### src/rtl/if_pkg.sv
// Shared types and constants for the instruction fetch stage.
package if_pkg;

  localparam logic [6:0] OP_JAL    = 7'b1101111;
  localparam logic [6:0] OP_JALR   = 7'b1100111;
  localparam logic [6:0] OP_BRANCH = 7'b1100011;
  localparam logic [6:0] OP_NOP    = 7'b0010011;

  typedef struct packed {
    logic [31:0] pc;
    logic [31:0] instr;
  } fetch_entry_t;

  typedef enum logic {
    IDLE = 1'b0,
    REQ  = 1'b1
  } req_state_e;

  // Opcode fed back to the PC sequencer; a bubble looks like a NOP.
  function automatic logic [6:0] fetch_op(input logic vld, input logic [6:0] opcode);
    return vld ? opcode : OP_NOP;
  endfunction

endpackage

### src/rtl/if_fifo.sv
// Small synchronous FIFO with clear; used for the fetch queue and the request address tags.
module if_fifo #(
  parameter int  DEPTH = 2,
  parameter type T     = logic [31:0]
) (
  input  logic                   i_clk,
  input  logic                   i_rst_n,
  input  logic                   i_clr,
  input  logic                   i_push,
  input  T                       i_wdata,
  input  logic                   i_pop,
  output T                       o_rdata,
  output logic                   o_empty,
  output logic [$clog2(DEPTH):0] o_count
);

  localparam int AW = $clog2(DEPTH);
  localparam int CW = AW + 1;

  T              r_mem [DEPTH];
  logic [AW-1:0] r_wptr;
  logic [AW-1:0] r_rptr;
  logic [CW-1:0] r_count;
  logic          w_push;
  logic          w_pop;

  assign w_push = i_push && !i_clr;
  assign w_pop  = i_pop && !i_clr && (r_count != '0);

  always_ff @(posedge i_clk) begin
    if (!i_rst_n || i_clr) begin
      r_wptr  <= '0;
      r_rptr  <= '0;
      r_count <= '0;
    end else begin
      if (w_push) r_wptr <= r_wptr + AW'(1);
      if (w_pop)  r_rptr <= r_rptr + AW'(1);
      r_count <= r_count + CW'(w_push) - CW'(w_pop);
    end
  end

  always_ff @(posedge i_clk) begin
    if (w_push) r_mem[r_wptr] <= i_wdata;
  end

  assign o_rdata = r_mem[r_rptr];
  assign o_empty = (r_count == '0);
  assign o_count = r_count;

  // A push into a full FIFO is only legal when the head leaves in the same cycle.
  a_no_overflow: assert property (@(posedge i_clk) disable iff (!i_rst_n)
    (w_push && (r_count == CW'(DEPTH))) |-> i_pop);

endmodule

### src/rtl/if_fetch.sv
// Instruction fetch stage: credit-limited word requests, in-order response queue, redirect flush.
// Optional misaligned-PC trap enabled by defining IF_MISALIGN_TRAP_EN.
module if_fetch
  import if_pkg::*;
#(
  parameter int DEPTH = 2,
  parameter int XLEN  = 32
) (
  input  logic            CLK,
  input  logic            RESET,
  input  logic [XLEN-1:0] IP,
  input  logic            FLUSH,
  output logic            imem_req_valid,
  input  logic            imem_req_ready,
  output logic [XLEN-1:0] imem_req_addr,
  input  logic            imem_rsp_valid,
  input  logic [XLEN-1:0] imem_rsp_data,
  output logic            ID_valid,
  input  logic            ID_ready,
  output logic [XLEN-1:0] ID_instr,
  output logic [XLEN-1:0] ID_pc,
  output logic [6:0]      OP,
  output logic            fetch_fault
);

  localparam int CW = $clog2(DEPTH) + 1;
  localparam int SW = CW + 1;

  req_state_e      r_state;
  req_state_e      w_state_nxt;
  logic            w_req_valid;
  logic [XLEN-1:0] r_addr;
  logic [CW-1:0]   r_out_cnt;
  logic [CW-1:0]   r_drop_cnt;
  logic [CW-1:0]   w_q_count;
  logic [CW-1:0]   w_tag_count;
  logic            w_credit;
  logic            w_misalign;
  logic            w_fault;
  logic            w_sample;
  logic            w_accept;
  logic            w_tag_push;
  logic            w_rsp_drop;
  logic            w_rsp_live;
  logic            w_push;
  logic            w_pop;
  logic            w_q_empty;
  logic            w_tag_empty;
  logic [XLEN-1:0] w_tag;
  fetch_entry_t    w_q_wdata;
  fetch_entry_t    w_head;

`ifdef IF_MISALIGN_TRAP_EN
  logic r_fault;

  assign w_misalign = (IP[1:0] != 2'b00);

  // Sticky until the redirect that replaces the bad PC.
  always_ff @(posedge CLK) begin
    if (!RESET || FLUSH) r_fault <= 1'b0;
    else if ((r_state == IDLE) && w_credit && w_misalign) r_fault <= 1'b1;
  end

  assign w_fault = r_fault;
`else
  logic w_unused_ip_lo;

  assign w_unused_ip_lo = ^IP[1:0];
  assign w_misalign     = 1'b0;
  assign w_fault        = 1'b0;
`endif

  // Every accepted request owns a queue slot, so a response can never find the queue full.
  assign w_credit = (SW'(r_out_cnt) + SW'(w_q_count)) < SW'(DEPTH);
  assign w_sample = (r_state == IDLE) && w_credit && !FLUSH && !w_fault && !w_misalign;

  always_ff @(posedge CLK) begin
    if (!RESET) r_state <= IDLE;
    else        r_state <= w_state_nxt;
  end

  always_comb begin
    w_state_nxt = r_state;
    w_req_valid = 1'b0;
    case (r_state)
      IDLE: if (w_sample) w_state_nxt = REQ;
      REQ: begin
        w_req_valid = 1'b1;
        if (imem_req_ready || FLUSH) w_state_nxt = IDLE;
      end
      default: w_state_nxt = IDLE;
    endcase
  end

  always_ff @(posedge CLK) begin
    if (!RESET)        r_addr <= '0;
    else if (w_sample) r_addr <= {IP[XLEN-1:2], 2'b00};
  end

  assign w_accept   = w_req_valid && imem_req_ready;
  assign w_tag_push = w_accept && !FLUSH;
  assign w_rsp_drop = imem_rsp_valid && (r_drop_cnt != '0);
  assign w_rsp_live = imem_rsp_valid && (r_drop_cnt == '0);
  assign w_push     = w_rsp_live && !FLUSH;

  // On redirect, everything still owed by memory (even a request accepted this cycle) becomes a drop.
  always_ff @(posedge CLK) begin
    if (!RESET) begin
      r_out_cnt  <= '0;
      r_drop_cnt <= '0;
    end else if (FLUSH) begin
      r_out_cnt  <= '0;
      r_drop_cnt <= r_drop_cnt - CW'(w_rsp_drop) + r_out_cnt + CW'(w_accept) - CW'(w_rsp_live);
    end else begin
      r_out_cnt  <= r_out_cnt + CW'(w_accept) - CW'(w_rsp_live);
      r_drop_cnt <= r_drop_cnt - CW'(w_rsp_drop);
    end
  end

  if_fifo #(.DEPTH(DEPTH), .T(logic [XLEN-1:0])) u_tag_fifo (
    .i_clk   (CLK),
    .i_rst_n (RESET),
    .i_clr   (FLUSH),
    .i_push  (w_tag_push),
    .i_wdata (r_addr),
    .i_pop   (w_push),
    .o_rdata (w_tag),
    .o_empty (w_tag_empty),
    .o_count (w_tag_count)
  );

  assign w_q_wdata.pc    = w_tag;
  assign w_q_wdata.instr = imem_rsp_data;
  assign w_pop           = ID_valid && ID_ready;

  if_fifo #(.DEPTH(DEPTH), .T(fetch_entry_t)) u_queue (
    .i_clk   (CLK),
    .i_rst_n (RESET),
    .i_clr   (FLUSH),
    .i_push  (w_push),
    .i_wdata (w_q_wdata),
    .i_pop   (w_pop),
    .o_rdata (w_head),
    .o_empty (w_q_empty),
    .o_count (w_q_count)
  );

  a_tags_track_outstanding: assert property (@(posedge CLK) disable iff (!RESET)
    w_tag_count == r_out_cnt);
  a_tag_present: assert property (@(posedge CLK) disable iff (!RESET)
    w_push |-> !w_tag_empty);

  assign imem_req_valid = w_req_valid;
  assign imem_req_addr  = r_addr;
  assign ID_valid       = !w_q_empty;
  assign ID_instr       = ID_valid ? w_head.instr : '0;
  assign ID_pc          = ID_valid ? w_head.pc : '0;
  assign OP             = fetch_op(ID_valid, w_head.instr[6:0]);
  assign fetch_fault    = w_fault;

endmodule
### config.mk
export PLATFORM = sky130hd
export DESIGN_NAME = if_fetch
export DESIGN_NICKNAME = d
export VERILOG_FILES = /design/src/rtl/if_pkg.sv /design/src/rtl/if_fifo.sv /design/src/rtl/if_fetch.sv
export SDC_FILE = /design/constraint.sdc
export NUM_CORES = 1
export LEC_CHECK = 0
export CORE_MARGIN = 2
export CORE_UTILIZATION = 32
export DETAILED_ROUTE_END_ITERATION = 8
export DONT_BUFFER_PORTS = 1
export SYNTH_ARGS = -nofsm -noshare
export SYNTH_HDL_FRONTEND = slang
export SYNTH_SLANG_ARGS = --single-unit
### constraint.sdc
create_clock -name CLK -period 4.4 [get_ports CLK]
set_input_delay 0.88 -clock CLK [delete_from_list [all_inputs] [get_ports CLK]]
set_output_delay 0.88 -clock CLK [all_outputs]
set_load 0.02 [all_outputs]
Word-level counts from Yosys, hierarchy flattened:

Memory sizes are Yosys's and may differ from the RTL's. A register that Yosys moved wholly into a read port is not among the register bits.
Cells that the tools add are included.
Widths: inputs -> output; s select.

* bits in registers: 43
* memory bits (writable): 188
* input bits: 70
* output and inout bits: 106
* memories kept: 2

* add/subtract/negate cells: 15
* magnitude comparators: 1
* multiplexer cells: 16
* bitwise gates (word level): 2
* reduce and logical (&&, ||, !) cells: 24

Memories
* u_queue.r_mem: words 2, width 64, read ports 1, clocked after Yosys merged registers in 1, write ports 1, line if_fifo.sv:20 `T r_mem [DEPTH];`
* u_tag_fifo.r_mem: words 2, width 30, read ports 1, clocked after Yosys merged registers in 1, write ports 1, line if_fifo.sv:20

Operators with widths (number)
* $mux 32: 2
* $logic_and 1x1->1: 13
* $mux 1: 11
* $sub 2x1->2: 5
* $add 2x1->2: 4
* $mux 7: 1
* $reduce_bool 2->1: 3
* $add 1x1->1 const B: 4
* $logic_not 2->1: 2
* $add 2x2->3: 1
* $logic_not 1->1: 3
* $lt 3x2->1 const B: 1
* $add 2x2->2: 1
* $logic_or 1x1->1: 2
* $mux 2: 1
* $not 1->1: 2
* $pmux 1 s2: 1
* $reduce_or 2->1: 1

Depth between registers and ports, before layout:

Gate-level depths: netlist of the first run.

* word-level depth: 7
* gate-level depth with buffers: 8

Cells and area by module:

Synthesis of the first run repeated with hierarchy kept, for this count alone.

* cell total of the unflattened synthesis: 600
* area, all modules: 9934.5 sq um

By module, submodules not included
* if_fifo (u_queue): instances 1, cells each 225, area an instance 5173.7 sq um
* if_fifo (u_tag_fifo): instances 1, cells each 126, area an instance 2718.9 sq um
* if_fetch: instances 1, cells each 249, area an instance 2042.0 sq um

Worst setup path before layout of the first run:

OpenSTA, ideal clock, no wires.

* kind: input port to flip-flop
* from: input FLUSH
* to: memory u_queue.r_mem[0][0] (netlist name), enable pin
* library setup time: 0.482 ns
* data arrival time: 4.043 ns
* required time: 3.918 ns
* slack: -0.125 ns
* stages on the path: 2
* path buffers: 0
* path through: or4b_4 > nor2_1

* cells in the longest elaborated chain, start to end: 5

RTL lines
* start, declared: line if_fetch.sv:12 `input logic FLUSH,`
* $logic_not 1->1 *: line if_fifo.sv:27, if_fetch.sv:104
* $logic_and 1x1->1: line if_fetch.sv:104 `assign w_push = w_rsp_live && !FLUSH;`
* $logic_and 1x1->1 *: line if_fifo.sv:27 `assign w_push = i_push && !i_clr;`
* $mux 1 *: line if_fifo.sv:43 `if (w_push) r_mem[r_wptr] <= i_wdata;`
* $mux 1 (implied by the code) *: line if_fifo.sv:43
* end, declared: line if_fifo.sv:20

Every way passes the cells marked *; elsewhere a longest branch is shown, timed or not.

Final worst setup path of the first run:

* from: register u_queue.r_count[1], in the netlist u_queue.o_count[1]
* to: output OP[4]

* cells in the longest elaborated chain, start to end: 2

RTL lines
* start, declared: line if_fifo.sv:23 `logic [CW-1:0] r_count;`
* start signal, assigned: line if_fifo.sv:38 `r_count <= r_count + CW'(w_push) - CW'(w_pop);`
* $logic_not 2->1: line if_fifo.sv:47 `assign o_empty = (r_count == '0);`
* $mux 7: line if_pkg.sv:21 `return vld ? opcode : OP_NOP;`
* end, declared: line if_fetch.sv:22 `output logic [6:0] OP,`

No other way between the ends.

==> flow_summary.json, run 1 <==
{
  "status": "completed",
  "p_leak_nw": 3.24,
  "die_area_mm2": 0.0287,
  "synthAdderAreaFrac_pct": 1.46,
  "skew_ns": 0.0131,
  "synthSimpleGateAreaFrac_pct": 7.59,
  "cts_post_setup_buffers_inserted": 0,
  "reg2reg_slack_ns": 1.88,
  "layout-drive-gt1-share_pct": 14.0,
  "fin_nets": 666,
  "cp_data_required_time_ns": 3.52,
  "grt_usage_pct": 11.7,
  "num_rows": 60,
  "relSlewSlack_pct": 30.7,
  "io_pins": 176,
  "critical_path_buf_inv_count": 1,
  "ant_nets": 0,
  "cts_max_level": 1,
  "comb_power_share_pct": 8.3,
  "yosysUniqueCellTypes": 32,
  "synth_top_family_by_area": "multiplexers",
  "cp_slowest_stage_delay_ns": 0.81,
  "cts_resized": 0,
  "setup_viol": 0,
  "first_iter_violations": 243,
  "synth-async-reset-ratio_pct": 0,
  "drc_errors": 0,
  "pre_cts_ws_ns": 1.55,
  "dpl.hpwl_mm": 10.7,
  "setup_tns_ns": 0,
  "synth_compound_area_share_pct": 3.08,
  "hold_buffers": 0,
  "sw_frac_of_total_pct": 23.5,
  "cts_root_buf": "clkbuf_16",
  "fillers": 2507,
  "max_slew.worst_pin.slew_ns": 1.04,
  "post-place-cells": 902,
  "syn_inst": 584,
  "firstDrtPassIters": 6,
  "cts_tree": "yes",
  "avgRoutedWirePerCell_um": 18.0,
  "drt_wl_total_mm": 17.1,
  "grt.overflow.total": 0,
  "num_vias": 4514,
  "ys.flop_type": "edfxtp_1",
  "maxCapViolations": 0,
  "vias_per_cell": 4.77,
  "peakVddDrop_v": 0.000218,
  "p_per_area_mw_per_mm2": 507,
  "r2r_end": "imem_req_addr[29]$_SDFFE_PN0P_",
  "port_buffers": 0,
  "dr_wl_met3_mm": 1.12,
  "cpLargestDelayFamily": "simple AND/OR/NAND/NOR gates",
  "wl_met1_mm": 6.95,
  "grt_pass1_vias": 4633,
  "yosysSeqAreaShare_pct": 73.3,
  "finalCritPeriodShare_pct": 73.9,
  "clkSlewWorstSetupHoldPaths_ns": 0.06,
  "critical_path.cell_chain": "nor2_4 -> inv_1 -> nand2_1",
  "worstSetupStartpointType": "flop",
  "syn_avg_cell_area_um2": 15.0,
  "numCtsBuffers": 24,
  "whs_endpoint": "u_queue.r_mem[0][23]$_DFFE_PP_",
  "synth-edff-count": 184,
  "cts_sinks": 229,
  "muxShareOfSynthArea_pct": 10.9,
  "ys_warn_count": 0,
  "fmax_mhz": 307,
  "highest-signal-layer": "met5",
  "rr_worst_depth": 6,
  "synth_xor_area_share_pct": 1.17,
  "fp.coreArea_mm2": 0.0270,
  "worstSkewPairLatency_ns": 0.51,
  "min_path_type": "in -> reg",
  "endpoint_kind": "output pin",
  "cpMaxStageDelayCell": "nor2_4",
  "drv_slew": 0,
  "cp_data_arrival_time_ns": 2.37,
  "p_clk_share_pct": 40.1,
  "internal-power_w": 0.00386,
  "die_y_um": 170,
  "min_period_ns": 3.25,
  "rsz0062_at_grt": "false",
  "grt_antenna_before_repair": 3,
  "grt_max_degree": 63,
  "synth-seq-cells": 229,
  "initial_core_util_pct": 32.5,
  "synthesis.area_mm2": 0.00877,
  "die_x_um": 170,
  "path_class": "reg -> out",
  "p_total_w": 0.00505,
  "area_delta_synth_final_pct": 13.4,
  "stdcell_count": 947,
  "r2r_start": "u_queue.o_count[0]$_SDFF_PP0_",
  "switching_power_w": 0.00119,
  "fin_ws_ns": 1.15,
  "hold_violations": 0,
  "hp-start": "imem_rsp_data[23]",
  "grt_first_pass_wirelength_mm": 26.0,
  "utilization_pct": 36.9,
  "p_seq_share_pct": 51.6,
  "worstHoldPathCells": 0,
  "worst-path-max-fanout": 43,
  "clockBufferDepth": 3,
  "wl_met2_mm": 8.74,
  "routabilityCongestion": 0.731
}
metal layers:
layer,vias up,global-route usage (%)
li1,2087,-
met1,2242,13.9
met2,152,20.8
met3,31,2.92
met4,2,3.49
met5,-,0
power by group through the flow:
| stage | logic [W] | registers [W] | clock network [W] |
|---|---|---|---|
| 6_report | 0.000421 | 0.00260 | 0.00202 |
| 5_1_grt | 0.000469 | 0.00262 | 0.00216 |
| 4_1_cts | 0.000431 | 0.00261 | 0.00208 |
| 3_5_place_dp | 0.000428 | 0.00265 | 0 |
| 3_3_place_gp | 0.000409 | 0.00264 | 0 |
| 2_1_floorplan | 0.000337 | 0.00262 | 0 |
synthesized netlist by cell type, types with 3 or more instances:
| cell type | n | area share [%] |
|---|---|---|
| edfxtp_1 | 184 | 63 |
| nor2_1 | 74 | 3.2 |
| nand2_1 | 65 | 2.8 |
| mux2i_1 | 62 | 7.1 |
| dfxtp_1 | 45 | 10 |
| mux2_2 | 30 | 3.9 |
| a21boi_0 | 25 | 2.1 |
| clkbuf_1 | 20 | 0.86 |
| buf_4 | 9 | 0.77 |
| inv_1 | 9 | 0.39 |
| and2_1 | 8 | 0.57 |
| buf_2 | 7 | 0.40 |
| ha_1 | 7 | 1.0 |
| a21boi_1 | 5 | 0.43 |
| xor2_1 | 5 | 0.50 |
| xnor2_1 | 4 | 0.40 |
| a21oi_1 | 3 | 0.17 |
| o21ai_0 | 3 | 0.17 |
metrics by stage:
step | hold slack [ns] | cell area [um2]
floorplan | 0.472 | 8780
global placement | 0.484 | 9130
detailed placement | 0.499 | 9130
CTS | 0.442 | 9940
global route | 0.435 | 9940
finish | 0.468 | 9940
cell usage in the layout, fill, tap and decap left out, types with 6 or more instances in the layout:
cell type / count
edfxtp_1: 184
nor2_1: 72
nand2_1: 65
mux2i_1: 62
dfxtp_1: 43
mux2_2: 30
a21boi_0: 25
clkbuf_16: 25
inv_1: 9
buf_4: 9
ha_1: 7
and2_1: 6
final cells by class:
class                           count  area [um2]  share of cell area, %
Multi-Input combinational cell    314        2170                   21.9
Tap cell                          341         427                   4.29
Antenna cell                        1        2.50                 0.0252
Inverter                            9        33.8                  0.340
Timing Repair Buffer                9        67.6                  0.680
Clock inverter                     13         149                   1.50
Sequential cell                   229        6430                   64.7
Clock buffer                       31         658                   6.62
sequential cells by signal, indices dropped and copies added, names as in the netlist, named ones only:
name / count
u_queue.r_mem: 124
u_tag_fifo.r_mem: 60
imem_req_addr: 30
r_drop_cnt: 2
r_out_cnt: 2
u_queue.o_count: 2
u_tag_fifo.o_count: 2
r_state: 1
u_queue.r_rptr: 1
u_queue.r_wptr: 1
u_tag_fifo.r_rptr: 1
u_tag_fifo.r_wptr: 1
kinds of logic after synthesis:
family | after synthesis
AO/OA/AOI/OAI | 38
buffers and inverters | 45
adder cells (fa/ha/maj) | 9
multiplexers | 92
AND/OR/NAND/NOR | 160
other | 1
XOR/XNOR | 10
flip-flops | 229
worst register-to-register path: cells and delay by family (launching register included):
| kind | cells | cell delay (ns) |
|---|---|---|
| adders and majority gates | 1 | 0.44 |
| DFF | 1 | 0.42 |
| AOI/OAI and AO/OA | 1 | 0.09 |
| and+or+nand+nor | 3 | 1.08 |
| buffers and inverters | 1 | 0.35 |
worst max-delay path by stage:
stage	startpoint	end	slack, ns	cells past startpoint
finish	u_queue.o_count[1]$_SDFF_PP0_	OP[4]	1.15	3
global route	u_queue.o_count[1]$_SDFF_PP0_	OP[1]	0.88	3
CTS	u_queue.o_count[1]$_SDFF_PP0_	OP[4]	1.03	3
detailed placement	FLUSH	u_queue.r_mem[1][6]$_DFFE_PP_	1.55	3
global placement	FLUSH	u_queue.r_mem[1][60]$_DFFE_PP_	1.60	3
floorplan	FLUSH	u_tag_fifo.r_mem[0][0]$_DFFE_PP_	0.75	2
No activity file was read; power rests on OpenSTA's default activity.
==> run 2, diff against run 1 <==
Clock period 4.4 ns to 2.95 ns, I/O delays scaled along.
==> flow_summary.json, run 2 (synthesis gave the netlist of run 1 again) <==
{
  "status": "completed",
  "worstSkewPairLatency_ns": 0.51,
  "num_vias": 4406,
  "port_buffers": 0,
  "fp.coreArea_mm2": 0.0270,
  "first_iter_violations": 224,
  "comb_power_share_pct": 8.7,
  "max_slew.worst_pin.slew_ns": 0.826,
  "skew_ns": 0.0212,
  "cts_root_buf": "clkbuf_16",
  "p_per_area_mw_per_mm2": 730,
  "rsz0062_at_grt": "false",
  "avgRoutedWirePerCell_um": 17.8,
  "hold_buffers": 0,
  "ant_nets": 0,
  "drv_slew": 0,
  "cp_data_required_time_ns": 2.36,
  "grt_usage_pct": 11.8,
  "dpl.hpwl_mm": 11.0,
  "final_common_cell": "edfxtp_1",
  "cts_max_level": 1,
  "io_pins": 176,
  "mostFrequentLayoutCells": "edfxtp_1 (184), nor2_1 (72), nand2_1 (65)",
  "clockBufferDepth": 3,
  "maxCapViolations": 0,
  "num_rows": 60,
  "peakVddDrop_v": 0.000324,
  "cp_data_arrival_time_ns": 1.99,
  "grt.overflow.total": 0,
  "cts_tree": "yes",
  "p_clk_share_pct": 38.0,
  "regArea_mm2": 0.00643,
  "routabilityCongestion": 0.755,
  "die_area_mm2": 0.0287,
  "p_total_w": 0.00727,
  "numCtsBuffers": 24,
  "cts_resized": 0,
  "setup_tns_ns": 0,
  "initial_core_util_pct": 32.5,
  "area_delta_synth_final_pct": 13.6,
  "p_seq_share_pct": 53.2,
  "grt_pass1_vias": 4645,
  "fmax_mhz": 388,
  "fin_nets": 673,
  "drc_errors": 0,
  "internal-power_w": 0.00556,
  "hold_violations": 0,
  "fin_hold_ws_ns": 0.174,
  "vias_per_cell": 4.62,
  "p_leak_nw": 3.25,
  "die_y_um": 170,
  "fillers": 2519,
  "grt_max_degree": 46,
  "relSlewSlack_pct": 44.9,
  "path_class": "reg -> out",
  "clkSlewWorstSetupHoldPaths_ns": 0.06,
  "cts_post_setup_buffers_inserted": 0,
  "grt_first_pass_wirelength_mm": 26.0,
  "switching_power_w": 0.00171,
  "grt_antenna_before_repair": 1,
  "endpoint_kind": "output pin",
  "multi_input_area_mm2": 0.00218,
  "largest_reg_flops": 124,
  "min_path_type": "in -> reg",
  "sw_frac_of_total_pct": 23.5,
  "pre_cts_ws_ns": 0.627,
  "die_x_um": 170,
  "drt_wl_total_mm": 17.0,
  "firstDrtPassIters": 4,
  "layout-drive-gt1-share_pct": 13.9,
  "setup_viol": 0,
  "worstSetupStartpointType": "flop",
  "fin_ws_ns": 0.370,
  "top_register": "u_queue.r_mem",
  "cts_sinks": 229,
  "min_period_ns": 2.58,
  "finalCritPeriodShare_pct": 87.5,
  "worst-path-max-fanout": 23
}
## run 2: routing by layer
layer,wire length [um],global-route usage [%],vias up
met5,0,0,-
met2,7970,19.7,155
met1,7040,14.2,2120
li1,-,-,2097
met4,462,4.24,0
met3,1500,3.92,34
## run 2: path summary, 6_finish.rpt
path | endpoint | slack [ns] | depth (start not counted) | start
max | ID_pc[29] | 0.37 | 3 | flop
min | u_queue.r_mem[0][11]$_DFFE_PP_ | 0.17 | 0 | imem_rsp_data[11]
max reg2reg | imem_req_addr[29]$_SDFFE_PN0P_ | 0.83 | 6 | u_queue.o_count[0]$_SDFF_PP0_
min reg2reg | u_tag_fifo.o_count[1]$_SDFF_PP0_ | 0.52 | 2 | u_tag_fifo.o_count[1]$_SDFF_PP0_
## run 2: power by group through the flow
| stage | logic, W | clock network, W | registers, W |
|---|---|---|---|
| 2_1_floorplan | 0.000504 | 0 | 0.00390 |
| 3_3_place_gp | 0.000630 | 0 | 0.00393 |
| 3_5_place_dp | 0.000653 | 0 | 0.00394 |
| 4_1_cts | 0.000655 | 0.00286 | 0.00387 |
| 5_1_grt | 0.000719 | 0.00298 | 0.00389 |
| 6_report | 0.000635 | 0.00277 | 0.00387 |
## run 2: final cells by class
class | count | share of cell area [%]
timing repair buffer | 16 | 1.58
inverter | 9 | 0.339
multi-input combinational | 314 | 21.9
tap | 341 | 4.28
sequential | 229 | 64.6
clock inverter | 8 | 0.641
clock buffer | 35 | 6.66
antenna | 1 | 0.0251
## run 2: through the flow
step                      util [%]  instances  area, um2
after floorplan                  -        588       8790
after global placement        34.2        909       9230
after detailed placement      34.2        909       9230
after CTS                     36.9        952       9960
after global routing          36.9        953       9960
final                         36.9        953       9960
## run 2: worst max-delay path: stages (launching register included)
cell and delay [ns]:
dfxtp_4 0.65, buf_4 0.31, mux2i_1 0.10, nor2_1 0.42
